--- config.mk ---
export PLATFORM = sky130hd
export DESIGN_NAME = execute_stage
export DESIGN_NICKNAME = d
export VERILOG_FILES = /design/src/rtl/execute_stage.sv
export SDC_FILE = /design/constraint.sdc
export NUM_CORES = 1
export LEC_CHECK = 0
export BUFFER_PORTS_ARGS = -buffer_cell sky130_fd_sc_hd__buf_4
export CORE_ASPECT_RATIO = 0.7
export CORE_MARGIN = 5
export CORE_UTILIZATION = 30
export CTS_BUF_LIST = sky130_fd_sc_hd__clkbuf_4
export DETAILED_ROUTE_END_ITERATION = 10
export GPL_ROUTABILITY_DRIVEN = 0
export PLACE_DENSITY = 0.5
export SYNTH_ARGS = -nofsm -noshare
export SYNTH_HDL_FRONTEND = slang
export SYNTH_SLANG_ARGS = --single-unit
export TNS_END_PERCENT = 50
--- constraint.sdc ---
create_clock -name clk -period 16.3 [get_ports clk]
set_input_delay 3.26 -clock clk [delete_from_list [all_inputs] [get_ports clk]]
set_output_delay 3.26 -clock clk [all_outputs]
set_load 0.1 [all_outputs]
--- src/rtl/execute_stage.sv ---
// RV32I execute stage plus EX/MEM register: operand forwarding, ALU, branch/jump resolution.
// Optional macro RV32M_MUL_EN adds the MUL operation (ALU code 1010).
module execute_stage #(
    parameter int XLEN = 32
) (
    input  logic            clk,
    input  logic            rst,
    input  logic            RegWriteE,
    input  logic            MemWriteE,
    input  logic            BranchE,
    input  logic            JumpE,
    input  logic            JalrE,
    input  logic            ALUSrcE,
    input  logic [1:0]      ResultSrcE,
    input  logic [3:0]      ALUControlE,
    input  logic [2:0]      funct3E,
    input  logic [XLEN-1:0] RD1E,
    input  logic [XLEN-1:0] RD2E,
    input  logic [XLEN-1:0] ImmExtE,
    input  logic [XLEN-1:0] PCE,
    input  logic [XLEN-1:0] PCPlus4E,
    input  logic [4:0]      RdE,
    input  logic [1:0]      ForwardAE,
    input  logic [1:0]      ForwardBE,
    input  logic [XLEN-1:0] ResultW,
    output logic            PCSrcE,
    output logic [XLEN-1:0] PCTargetE,
    output logic            RegWriteM,
    output logic            MemWriteM,
    output logic [1:0]      ResultSrcM,
    output logic [2:0]      funct3M,
    output logic [4:0]      RDM,
    output logic [XLEN-1:0] ALUResultM,
    output logic [XLEN-1:0] WriteDataM,
    output logic [XLEN-1:0] PCPlus4M
);

    localparam logic [3:0] ALU_ADD  = 4'b0000;
    localparam logic [3:0] ALU_SUB  = 4'b0001;
    localparam logic [3:0] ALU_AND  = 4'b0010;
    localparam logic [3:0] ALU_OR   = 4'b0011;
    localparam logic [3:0] ALU_XOR  = 4'b0100;
    localparam logic [3:0] ALU_SLT  = 4'b0101;
    localparam logic [3:0] ALU_SLTU = 4'b0110;
    localparam logic [3:0] ALU_SLL  = 4'b0111;
    localparam logic [3:0] ALU_SRL  = 4'b1000;
    localparam logic [3:0] ALU_SRA  = 4'b1001;
`ifdef RV32M_MUL_EN
    localparam logic [3:0] ALU_MUL  = 4'b1010;
`endif

    logic [XLEN-1:0] SrcAE;
    logic [XLEN-1:0] FwdBE;
    logic [XLEN-1:0] SrcBE;
    logic [XLEN-1:0] aluResult;
    logic [XLEN-1:0] jalrSum;
    logic [4:0]      shamt;
    logic            branchCond;

    // Select 11 is reserved and falls back to the register file value
    always_comb begin
        SrcAE = RD1E;
        case (ForwardAE)
            2'b01:   SrcAE = ResultW;
            2'b10:   SrcAE = ALUResultM;
            default: SrcAE = RD1E;
        endcase
    end

    always_comb begin
        FwdBE = RD2E;
        case (ForwardBE)
            2'b01:   FwdBE = ResultW;
            2'b10:   FwdBE = ALUResultM;
            default: FwdBE = RD2E;
        endcase
    end

    assign SrcBE = ALUSrcE ? ImmExtE : FwdBE;
    assign shamt = SrcBE[4:0];

    always_comb begin
        aluResult = '0;
        case (ALUControlE)
            ALU_ADD:  aluResult = SrcAE + SrcBE;
            ALU_SUB:  aluResult = SrcAE - SrcBE;
            ALU_AND:  aluResult = SrcAE & SrcBE;
            ALU_OR:   aluResult = SrcAE | SrcBE;
            ALU_XOR:  aluResult = SrcAE ^ SrcBE;
            ALU_SLT:  aluResult = {{(XLEN-1){1'b0}}, ($signed(SrcAE) < $signed(SrcBE))};
            ALU_SLTU: aluResult = {{(XLEN-1){1'b0}}, (SrcAE < SrcBE)};
            ALU_SLL:  aluResult = SrcAE << shamt;
            ALU_SRL:  aluResult = SrcAE >> shamt;
            ALU_SRA:  aluResult = $unsigned($signed(SrcAE) >>> shamt);
`ifdef RV32M_MUL_EN
            ALU_MUL:  aluResult = SrcAE * SrcBE;
`endif
            default:  aluResult = '0;
        endcase
    end

    // Branches compare the forwarded rs2 value, never the immediate
    always_comb begin
        branchCond = 1'b0;
        case (funct3E)
            3'b000:  branchCond = (SrcAE == FwdBE);
            3'b001:  branchCond = (SrcAE != FwdBE);
            3'b100:  branchCond = ($signed(SrcAE) < $signed(FwdBE));
            3'b101:  branchCond = !($signed(SrcAE) < $signed(FwdBE));
            3'b110:  branchCond = (SrcAE < FwdBE);
            3'b111:  branchCond = !(SrcAE < FwdBE);
            default: branchCond = 1'b0;
        endcase
    end

    assign jalrSum   = SrcAE + ImmExtE;
    assign PCSrcE    = JumpE | (BranchE & branchCond);
    assign PCTargetE = JalrE ? {jalrSum[XLEN-1:1], 1'b0} : (PCE + ImmExtE);

    always_ff @(posedge clk) begin
        if (!rst) begin
            RegWriteM  <= 1'b0;
            MemWriteM  <= 1'b0;
            ResultSrcM <= '0;
            funct3M    <= '0;
            RDM        <= '0;
            ALUResultM <= '0;
            WriteDataM <= '0;
            PCPlus4M   <= '0;
        end else begin
            RegWriteM  <= RegWriteE;
            MemWriteM  <= MemWriteE;
            ResultSrcM <= ResultSrcE;
            funct3M    <= funct3E;
            RDM        <= RdE;
            ALUResultM <= aluResult;
            WriteDataM <= FwdBE;
            PCPlus4M   <= PCPlus4E;
        end
    end

endmodule
==> impl_metrics.ini, run 1 <==
[logic_synthesis]
post_synth_inst_count = 2411
postSynthRegisterBits = 108
yosysWarnings = 0
synthesis.area_per_instance_sq_um = 7.016
synth_top_area_share_pct = 15.24
postSynth.asyncResetShare_pct = 0
synth_seq_area_share_pct = 12.78
post-synth-top-area-cell = ha_1
top_count_cell_post_synth = nand2_1
number_of_flops_mapped_to_enable_cells_by_yosys = 0
synth.cells.most_frequent = nand2_1, a21oi_1, ha_1
synth_top_flop_cell = dfxtp_1
netlist_area_sq_mm = 0.01691
yosysUniqueCellTypes = 87
synth.net_count = 2839
ys_top_cells_by_area = ha_1, dfxtp_1, mux2i_1

[die]
placementRows = 72
initial_core_utilization_pct = 30.48
boundaryPins = 359
core_region_area_sq_mm = 0.05549
die_y_microns = 208.7
die_area_sq_mm = 0.06131
die-width_microns = 293.8

[routing]
finalWirelength_microns = 96000
drt.antenna.violating_nets = 0
drt-vias-per-instance = 6.092
detail_route.drc_violations = 0
route.vias.total = 20885
firstDrtPassIters = 6
detailedRoute.firstIterationViolations = 3352
route.detailed.wl_per_inst_microns = 28.01

[critical_path]
worstReg2RegStart = ALUResultM[1]
timing.critical_path.slowest_stage_cell = o21ai_1
cpMostUsedCell = buf_4
crit_required_ns = 13.04
worstSetupStartpoint = ForwardAE[0]
top_fanout_value_on_the_critical_path = 32
worst_setup_path_end_kind = output pin
worst_setup_path_start_kind = input pin
timing.critical_path.cells = buf_4 > inv_1 > ha_2 > a22oi_1 > o21ai_1 > ha_1 > nand2_1 > o21ai_0 > a311o_1 > a31oi_1 > a2111o_1 > a21oi_1 > a211o_1 > o22a_1 > xnor2_1 > mux2i_1 > buf_4
setup.worst_path.class = in -> out
crit_arrival_ns = 8.35
critical-path-max-stage-delay_ns = 0.99

[timing]
max_freq_mhz = 86.15
clock-skew-final_ns = 0.02929
least_margin_pin_slew_ns = 1.290
slew_headroom_pct = 13.07
timing_max_transition_violations_final = 0
hold_violations = 0
min_period_ns = 11.61
post-route-period-util_pct = 71.21
grt_setup_unrepaired = false
final-setup-viol-count = 0
final.setup.tns_ns = 0

[power]
power-per-cell-area_mw_per_mm2 = 83.73
ir_worst_vdd_v = 0.00005871
leakage_nw = 9.255

[hold_path]
worst_hold_path_type = reg -> reg
hold_path.startpoint = ALUResultM[22]

[clock_network]
cts_tree = yes
postCtsResizedCells = 0
clk_pin_slew_worst_paths_ns = 0.23
h-tree-depth = 3
clockBufferDepth = 2
cts_num_sinks = 108
postCtsSetupBuffers = 0
numCtsBuffers = 9
clk_root_buffer_cell = clkbuf_4
cts.hold.buffers_added = 0
worst_skew_pair.late_latency_ns = 0.61

[place]
dpl.cell_count = 3410
detailedPlacementHpwl_microns = 76510
placement.cell_area_sq_mm = 0.02035
portBuffers = 358

[layout]
finalNonFillerCells = 3428
fin_area_sq_mm = 0.02048
final.fill_count = 5944
area_growth_syn_to_layout_pct = 21.09
layout.nets = 3109
final_layout_size_suffix_gt1_share_pct = 17.72

[grt]
gr-usage-met3_pct = 11.61
grt.busiest_layer = met1
grt_util_all_layers_pct = 29.28
grt.met1_usage_pct = 41.71
grt_max_degree = 68
antenna_violations_before_repair = 3
grt_first_pass_wirelength_microns = 135100
grt_use_met2_pct = 40.82
number_of_global_route_vias_before_repair = 19239
overflow = 0

[status]
result_of_the_run = finished clean

[run]
max_cap_violations = 0
-- layout by cell type, fill, tap and decap left out, types with 12 or more instances in the layout --
cell type,count
a211oi_1,23
a21o_1,57
a21oi_1,223
a221oi_1,20
a22oi_1,79
a31oi_1,40
and2_1,54
and3_1,17
buf_4,406
dfxtp_1,108
ha_1,204
inv_1,112
mux2i_1,114
nand2_1,269
nand2b_1,21
nand3_1,51
nand4_1,20
nor2_1,202
nor2b_1,54
nor3_1,42
nor4_1,12
o211ai_1,41
o21a_1,24
o21ai_0,177
o21ai_1,24
o21bai_1,22
o22ai_1,13
o31ai_1,13
xnor2_1,49
xor2_1,33
-- final cells by class --
type | instances | area, sq um | area share (%)
diodes | 2 | 5.005 | 0.02443
clock buffers | 10 | 75.07 | 0.3665
well taps | 740 | 925.9 | 4.520
clock inverters | 6 | 56.30 | 0.2749
inverters | 118 | 445.4 | 2.175
multi-input cells | 2038 | 13760 | 67.20
repair buffers | 406 | 3048 | 14.88
flip-flops and latches | 108 | 2162 | 10.56
-- flip-flops by register name (all words and copies together) (netlist names) --
register    flops
ALUResultM     32
MemWriteM       1
PCPlus4M       32
RDM             5
RegWriteM       1
ResultSrcM      2
WriteDataM     32
funct3M         3
-- metrics by stage --
step                      util, %  power, W  setup slack, ns  hold WS [ns]
after global routing        36.90  0.001786            4.512         1.031
after CTS                   36.90  0.001678            4.884        0.9886
after global placement      36.66  0.001515            4.978        0.9076
final                       36.91  0.001715            4.693        0.9863
after detailed placement    36.66  0.001519            4.910        0.9290
after floorplan                 -  0.001150            4.590         1.238
-- power by group --
part / switching [W] / internal (W)
Combinational: 0.000894 / 0.000368
Clock: 0.000120 / 0.0000359
Sequential: 0.0000159 / 0.000281
Total: 0.00103 / 0.000685
-- critical path: cells and delay by family --
family	cells	cell delay [ns]
muxes	1	0.12
buffers and inverters	3	0.48
AOI/OAI and AO/OA	9	3.00
adders and majority gates	2	1.22
and+or+nand+nor	1	0.08
xor gates and xnor gates	1	0.13
-- cells by family after synthesis --
logic type / count (synthesis) / share of synthesized area, %
AO/OA/AOI/OAI: 846 / 32.20
AND/OR/NAND/NOR: 776 / 21.21
buffers and inverters: 265 / 6.361
adder cells (fa/ha/maj): 210 / 15.71
multiplexers: 124 / 7.493
flip-flops: 108 / 12.78
XOR/XNOR: 82 / 4.246
-- metal layers --
layer	vias to the layer above	share of wire [%]
met3	176	14
met5	-	0.027
li1	9299	-
met2	1469	39
met1	9937	43
met4	4	3.2
-- worst paths after layout --
| check | endpoint | slack (ns) | depth (start not counted) |
|---|---|---|---|
| max | PCTargetE[30] | 4.69 | 17 |
| min | WriteDataM[22] | 0.99 | 4 |
| max reg2reg | ALUResultM[30] | 10.33 | 15 |
| min reg2reg | WriteDataM[22] | 0.99 | 4 |
(Power assumes the default switching activity.)
==> run 2: changes to the inputs <==
Clock period 16.3 ns to 11.64 ns, I/O delays scaled along.
==> run 2 against run 1 <==
First-iteration DRC count decreased by 6.7%. Core utilization about the same. Hold slack got worse by 0.013 ns. Final area about the same. Largest power group unchanged.
==> impl_metrics.ini, run 2 (synthesis gave the netlist of run 1 again) <==
[power]
power.share.combinational_pct = 73.1
cell_internal_pwr_w = 0.0009638
power_switching_share_pct = 60.10
ir_worst_vdd_v = 0.00008612
net-switching-power_w = 0.001452
share_seq_of_total_power_pct = 17.2
power-per-cell-area_mw_per_mm2 = 117.9
clkPwrFrac_pct = 9.7
leakage_nw = 9.256

[critical_path]
worst_setup_path_start_kind = input pin
worst_setup_path_end_kind = output pin
top_fanout_value_on_the_critical_path = 32
crit_required_ns = 9.31
crit_arrival_ns = 7.19
setup.worst_path.class = in -> out

[clock_network]
numCtsBuffers = 9
cts_num_sinks = 108
postCtsResizedCells = 0
clk_root_buffer_cell = clkbuf_4
worst_skew_pair.late_latency_ns = 0.63
cts_tree = yes
clk_pin_slew_worst_paths_ns = 0.24
postCtsSetupBuffers = 0
clockBufferDepth = 2
h-tree-depth = 3
cts.hold.buffers_added = 0

[routing]
drt-vias-per-instance = 6.088
firstDrtPassIters = 6
detailedRoute.firstIterationViolations = 3127
finalWirelength_microns = 95690
route.vias.total = 20847
detail_route.drc_violations = 0
route.detailed.wl_per_inst_microns = 27.95
drt.antenna.violating_nets = 0

[timing]
slew_headroom_pct = 6.641
min_period_ns = 9.514
max_freq_mhz = 105.1
final.setup.tns_ns = 0
least_margin_pin_slew_ns = 1.395
clock-skew-final_ns = 0.05579
timing_max_transition_violations_final = 0
post-route-period-util_pct = 81.74
final-setup-viol-count = 0
hold_violations = 0
grt_setup_unrepaired = false

[hold_path]
worst_hold_path_type = reg -> reg

[status]
result_of_the_run = finished clean

[place]
placement.cell_area_sq_mm = 0.02033
portBuffers = 358
detailedPlacementHpwl_microns = 77170

[die]
placementRows = 72
die-width_microns = 293.8
core_region_area_sq_mm = 0.05549
die_area_sq_mm = 0.06131
die_y_microns = 208.7
initial_core_utilization_pct = 30.48
boundaryPins = 359

[layout]
layout.nets = 3107
fin_area_sq_mm = 0.02049
ant_diodes = 0
final.fill_count = 6010
layout_top_registers = ALUResultM (32), PCPlus4M (32), WriteDataM (32)
layout.cells.most_common_list = buf_4, nand2_1, a21oi_1
final_layout_size_suffix_gt1_share_pct = 17.62
layout.cells.most_common = buf_4
area_growth_syn_to_layout_pct = 21.12

[grt]
overflow = 0
grt_max_degree = 69
antenna_violations_before_repair = 5
grt_util_all_layers_pct = 29.26
grt_first_pass_wirelength_microns = 134000
number_of_global_route_vias_before_repair = 19018

[run]
max_cap_violations = 0
## run 2: power by group through the flow
stage               combinational, W  sequential (W)  clock (W)
floorplan                    0.00103        0.000577          0
global placement             0.00170        0.000422          0
detailed placement           0.00171        0.000422          0
CTS                          0.00171        0.000415   0.000239
global route                 0.00185        0.000417   0.000250
finish                       0.00177        0.000415   0.000234
## run 2: final cells by class
| type | instances | area, sq um | share of cell area (%) |
|---|---|---|---|
| sequential | 108 | 2162 | 10.55 |
| inverter | 118 | 445.4 | 2.174 |
| multi-input combinational | 2038 | 13760 | 67.17 |
| tap | 740 | 925.9 | 4.519 |
| clock buffer | 9 | 67.56 | 0.3298 |
| timing repair buffer | 404 | 3033 | 14.80 |
| clock inverter | 7 | 91.34 | 0.4458 |
## run 2: path summary, 6_finish.rpt
path,end,cells after the start,slack (ns),startpoint
worst max-delay path,PCTargetE[31],17,2.13,ForwardAE[0]
worst max register to register,ALUResultM[30],15,5.68,ALUResultM[1]
worst min-delay path,WriteDataM[7],4,0.97,ALUResultM[7]
worst min register to register,WriteDataM[7],4,0.97,ALUResultM[7]
## run 2: stage by stage
stage / setup WS (ns) / util (%) / hold slack (ns) / instances / total power [W]
floorplan: 1.794 / - / 1.238 / 2411 / 0.001610
global placement: 2.277 / 36.63 / 0.9203 / 3408 / 0.002122
detailed placement: 2.277 / 36.63 / 0.9487 / 3408 / 0.002128
CTS: 2.248 / 36.92 / 0.9848 / 3424 / 0.002366
global route: 1.857 / 36.92 / 1.013 / 3424 / 0.002518
finish: 2.126 / 36.92 / 0.9733 / 3424 / 0.002416
## run 2: worst max-delay path, cell delays in order
cell,delay [ns]
buf_4,0.11
inv_1,0.06
ha_2,0.65
a22oi_1,0.21
o21ai_1,0.86
ha_1,0.44
o21a_1,0.21
o211ai_1,0.16
inv_1,0.09
a211oi_2,0.43
a2111oi_2,0.21
o21ai_1,0.22
o31a_1,0.23
nor3_1,0.07
o32ai_1,0.40
xnor2_1,0.17
buf_4,0.31
## run 2: per-layer routing
metal / part of all wire (%) / GRT usage [%]
met5: 0.16 / 1.023
met2: 39 / 40.65
met3: 15 / 12.92
met1: 43 / 40.82
met4: 3.3 / 7.907
